--- src/rtl/l1mtx_pkg.sv ---
// Shared AHB encodings and input-stage FSM encoding for the L1 matrix
// (input stage and arbiter).
package l1mtx_pkg;

  localparam logic [1:0] HTRANS_IDLE   = 2'b00;
  localparam logic [1:0] HTRANS_BUSY   = 2'b01;
  localparam logic [1:0] HTRANS_NONSEQ = 2'b10;
  localparam logic [1:0] HTRANS_SEQ    = 2'b11;

  localparam logic [2:0] HBURST_SINGLE = 3'b000;
  localparam logic [2:0] HBURST_INCR   = 3'b001;
  localparam logic [2:0] HBURST_WRAP4  = 3'b010;
  localparam logic [2:0] HBURST_INCR4  = 3'b011;
  localparam logic [2:0] HBURST_WRAP8  = 3'b100;
  localparam logic [2:0] HBURST_INCR8  = 3'b101;
  localparam logic [2:0] HBURST_WRAP16 = 3'b110;
  localparam logic [2:0] HBURST_INCR16 = 3'b111;

  localparam logic [0:0] ST_LIVE = 1'b0;
  localparam logic [0:0] ST_HELD = 1'b1;

  // Address-phase control fields (address kept separate: its width is per-instance)
  typedef struct packed {
    logic       sel;
    logic [1:0] trans;
    logic       write;
    logic [2:0] size;
    logic [2:0] burst;
    logic [3:0] prot;
    logic       lock;
  } ahb_ctrl_t;

endpackage

--- src/rtl/l1mtx_input_stage.sv ---
// Matrix input stage: passes a master's address phase straight through, or
// parks it in a holding register until the output stage grants it.
module l1mtx_input_stage
  import l1mtx_pkg::*;
#(
  parameter int ADDR_W = 32
) (
  input  logic              HCLK,
  input  logic              HRESETn,
  input  logic              HSELS,
  input  logic [ADDR_W-1:0] HADDRS,
  input  logic [1:0]        HTRANSS,
  input  logic              HWRITES,
  input  logic [2:0]        HSIZES,
  input  logic [2:0]        HBURSTS,
  input  logic [3:0]        HPROTS,
  input  logic              HMASTLOCKS,
  input  logic              HREADYS,
  input  logic              addr_accepted,
  input  logic              resp_err,
  output logic              HSELM,
  output logic [ADDR_W-1:0] HADDRM,
  output logic [1:0]        HTRANSM,
  output logic              HWRITEM,
  output logic [2:0]        HSIZEM,
  output logic [2:0]        HBURSTM,
  output logic [3:0]        HPROTM,
  output logic              HMASTLOCKM,
  output logic              trans_req,
  output logic              held_tran
);

  logic [0:0]        state_q, state_d;
  ahb_ctrl_t         ctrl_q, ctrl_live, ctrl_m;
  logic [ADDR_W-1:0] addr_q;
  logic              live_valid;
  logic              hold_load;

  assign live_valid = HSELS & HTRANSS[1] & HREADYS;
  assign held_tran  = (state_q == ST_HELD);
  assign hold_load  = (state_q == ST_LIVE) & HREADYS;

  assign ctrl_live = '{sel: HSELS, trans: HTRANSS, write: HWRITES, size: HSIZES,
                       burst: HBURSTS, prot: HPROTS, lock: HMASTLOCKS};

  always_comb begin
    state_d = state_q;
    if (state_q == ST_LIVE) begin
      if (live_valid & ~addr_accepted) state_d = ST_HELD;
    end else begin
      // An error response wins over a same-cycle grant: the transfer is dropped.
      if (resp_err | addr_accepted) state_d = ST_LIVE;
    end
  end

  always_ff @(posedge HCLK or negedge HRESETn) begin
    if (!HRESETn) state_q <= ST_LIVE;
    else          state_q <= state_d;
  end

  // Captures every completed address phase while live, so the one that
  // missed its grant is already here when the FSM enters ST_HELD.
  always_ff @(posedge HCLK or negedge HRESETn) begin
    if (!HRESETn) begin
      ctrl_q <= '0;
      addr_q <= '0;
    end else if (hold_load) begin
      ctrl_q <= ctrl_live;
      addr_q <= HADDRS;
    end
  end

  always_comb begin
    ctrl_m = held_tran ? ctrl_q : ctrl_live;
    // A held SEQ of an undefined-length burst restarts as NONSEQ at the slave.
    if (held_tran && ctrl_q.trans == HTRANS_SEQ && ctrl_q.burst == HBURST_INCR)
      ctrl_m.trans = HTRANS_NONSEQ;
    if (resp_err) ctrl_m.trans = HTRANS_IDLE;
  end

  assign HSELM      = ctrl_m.sel;
  assign HADDRM     = held_tran ? addr_q : HADDRS;
  assign HTRANSM    = ctrl_m.trans;
  assign HWRITEM    = ctrl_m.write;
  assign HSIZEM     = ctrl_m.size;
  assign HBURSTM    = ctrl_m.burst;
  assign HPROTM     = ctrl_m.prot;
  assign HMASTLOCKM = ctrl_m.lock;
  assign trans_req  = ~resp_err & (held_tran | live_valid);

endmodule

--- config.mk ---
export PLATFORM = sky130hd
export DESIGN_NAME = l1mtx_input_stage
export DESIGN_NICKNAME = d
export VERILOG_FILES = /design/src/rtl/l1mtx_pkg.sv /design/src/rtl/l1mtx_input_stage.sv
export SDC_FILE = /design/constraint.sdc
export NUM_CORES = 1
export LEC_CHECK = 0
export ABC_AREA = 0
export ABC_CLOCK_PERIOD_IN_PS = 3900
export CAP_MARGIN = 20
export CELL_PAD_IN_SITES_DETAIL_PLACEMENT = 0
export CELL_PAD_IN_SITES_GLOBAL_PLACEMENT = 1
export CORE_MARGIN = 2
export CORE_UTILIZATION = 30
export DETAILED_ROUTE_END_ITERATION = 6
export GPL_ROUTABILITY_DRIVEN = 1
export PLACE_DENSITY = 0.84
export SYNTH_ARGS = -nofsm -noshare
export SYNTH_HDL_FRONTEND = slang
export SYNTH_SLANG_ARGS = --single-unit
--- constraint.sdc ---
create_clock -name HCLK -period 3.9 [get_ports HCLK]
set_clock_uncertainty 0.1 [all_clocks]
set_input_delay 0.975 -clock HCLK [delete_from_list [all_inputs] [get_ports HCLK]]
set_output_delay 0.975 -clock HCLK [all_outputs]
set_load 0.02 [all_outputs]
==> Implementation_results.wiki <==
{| class="wikitable"
! Metric !! Value
|-
| Quantity of gates resized following cts || 0
|-
| Root buf cell || clkbuf_8
|-
| Post-DR wirelength/cell || 14.9 µm
|-
| Total standard cell area after synthesis || 0.00252 mm²
|-
| Achievable Freq || 0.270 GHz
|-
| Worst-margin pin slew || 0.837 ns
|-
| Number of buffer cells added on primary ports || 100
|-
| Initial Utilization || 0.308
|-
| Fraction of final layout cells sized beyond drive strength 1 || 0.397
|-
| Fin Setup TNS || 0 ns
|-
| Net Count, Synth || 215
|-
| Routed wire length || 5470 µm
|-
| Util after Layout || 0.449
|-
| Startpoint of the worst setup timing path || resp_err
|-
| Highest-count cells in the layout ignoring fill and taps || clkdlybuf4s50_1, mux2_2, dfrtp_1, mux2_4, clkbuf_8
|-
| Pin count of the biggest net entering global routing || 48
|-
| Number of clock buffers inserted by TritonCTS || 5
|-
| Mean instance size in the synthesized netlist || 15.4 µm²
|-
| Synthesized flop and latch total || 48
|-
| Worst R2R End || ctrl_q[0]
|-
| TritonCTS clock tree || built
|-
| N_diodes || 0
|-
| Final critical delay including setup and external delays || 3.71 ns
|-
| Avg Vias per Cell || 4.56
|-
| Most common cell after layout, fill and taps aside || clkdlybuf4s50_1
|-
| Number of distinct standard cells referenced by the synthesized netlist || 17
|-
| Buffer levels on the longest clock path || 2
|-
| Pre-antenna DRT Iters || 2
|-
| Die outline width || 95.6 µm
|-
| Register-to-Register Setup Slack || 1.53 ns
|-
| Antenna violations before repair || 0
|-
| Post-route ant nets || 0
|-
| DPL Wire Length || 3800 µm
|-
| Startpoint type of the worst setup path || primary input
|-
| Vias in the first global route || 1695
|-
| Area of the placeable core || 0.00818 mm²
|-
| Synthesized netlist cell count || 163
|-
| Worst r2r src || held_tran
|-
| Yosys top cell by area || dfrtp_1
|-
| Post-placement setup slack || 0.188 ns
|-
| Setup repair after global routing missed its margin || false
|-
| Peak ir drop on the vdd network || 0.127 mV
|-
| Area of the die || 0.00914 mm²
|-
| Area delta synth->final || 46.0%
|-
| WP data arrival || 2.63 ns
|-
| Clock sinks || 48
|-
| Leakage || 1.51 nW
|-
| Total global-route track usage || 0.121
|-
| Skew-Pair Late Insertion Delay || 0.29 ns
|-
| Final clock period utilization by the worst path || 0.950
|-
| Final Hold Viols || 0
|-
| Startpoint-to-endpoint class of the critical path || in -> out
|-
| Die Y-Extent || 95.6 µm
|-
| Top cell type's share of synthesized area || 0.477
|-
| Max-cap violations || 0
|-
| Maximum level of the CTS H-tree || 2
|-
| Site Rows || 33
|-
| Crit path capture type || output pin
|-
| Synthesis warning total || 0
|-
| Result of the run || completed
|-
| Power density normalized to cell area || 332 mW/mm²
|-
| RePlAce Congestion || 0.671
|-
| Detailed router's first-iteration violation count || 22
|-
| Via total after detailed routing || 1674
|-
| Final routed DRC violation total || 0
|-
| Worst-case reg-to-reg path depth || 3
|-
| Setup Fix Bufs, Post-CTS || 0
|-
| Clock edge transition at the registers on the reported setup and hold paths || 0.08 ns
|-
| Hold-fix buffer count after cts || 0
|-
| Seq/Total Area, Yosys || 0.477
|-
| Final-stage net count || 313
|-
| First-pass GRT wire length || 8400 µm
|-
| Tightest slew margin relative to the limit || 0.442
|-
| Setup-failing EPs final || 0
|-
| Setup WS post-layout || 0.195 ns
|-
| Max Transition Viols Final || 0
|-
| Hold crit path type || reg -> reg
|-
| Capture point of the worst path || HTRANSM[0]
|-
| Number of filler cells placed in the layout || 756
|-
| Main area contributors after synthesis || dfrtp_1, mux2_2, mux2_4, buf_6, buf_2
|-
| I/O Pins || 101
|-
| Worst-path fanout max || 4
|-
| Worst Path Required || 2.82 ns
|-
| GRT Residual Overflow || 0
|}
## cell families after synthesis
logic type,after synthesis,synth area share
mux,93,0.460
compound gates,3,0.00746
simple gates,7,0.0219
buf+inv,12,0.0333
flops,48,0.477
## metal layers
| metal | wire length, µm | global-route usage |
|---|---|---|
| met5 | 0 | 0 |
| met4 | 89 | 0.0476 |
| met3 | 301 | 0.0285 |
| met2 | 2640 | 0.197 |
| met1 | 2440 | 0.155 |
## final cells by class
| type | instances | area (µm²) | area share |
|---|---|---|---|
| clock buffers | 7 | 76.3 | 0.0208 |
| clock inverters | 1 | 5.00 | 0.00136 |
| inverters | 1 | 3.75 | 0.00102 |
| multi-input cells | 103 | 1230 | 0.335 |
| flip-flops and latches | 48 | 1200 | 0.327 |
| well taps | 105 | 131 | 0.0358 |
| repair buffers | 102 | 1020 | 0.279 |
## power breakdown
| part | total [mW] | switching, mW | internal, mW |
|---|---|---|---|
| Sequential | 0.588 | 0.0322 | 0.556 |
| Clock | 0.285 | 0.159 | 0.126 |
| Combinational | 0.347 | 0.130 | 0.216 |
## per-stage QoR
stage	hold slack, ns	instances	total power, mW	instance area, µm²
CTS	0.412	367	1.25	3670
finish	0.407	367	1.22	3670
global route	0.422	367	1.29	3670
global placement	0.382	359	0.943	3590
floorplan	0.374	163	0.788	2520
detailed placement	0.388	359	0.947	3590
## cell usage after synthesis
library cell and instances:
nor4bb_1 1, mux2_4 30, buf_6 4, buf_2 6, dfrtp_1 48, clkbuf_2 1
nor2_1 2, a31oi_1 1, nand2b_4 1, mux2_2 62, or3b_2 1, mux2i_1 1
nand2b_1 1, inv_1 1, o31ai_1 1, nand4b_1 1, a21oi_1 1
## worst min-delay path by stage
stage                           from    endpoint  slack [ns]  cells past startpoint
after global placement     ctrl_q[4]   ctrl_q[4]        0.38                      1
after global routing      addr_q[28]  addr_q[28]        0.42                      1
after detailed placement  addr_q[18]  addr_q[18]        0.39                      1
after CTS                  addr_q[3]   addr_q[3]        0.41                      1
final                     addr_q[31]  addr_q[31]        0.41                      1
after floorplan           addr_q[19]  addr_q[19]        0.37                      1
## worst max-delay path: stages
cell             delay, ns
clkdlybuf4s50_1       0.48
or3b_2                0.46
o31ai_1               0.08
clkdlybuf4s50_1       0.64
## flip-flops by register name (all words and copies together), names as in the netlist
register,cells
held_tran,1
ctrl_q,15
addr_q,32
No activity file was read; power rests on OpenSTA's default activity.
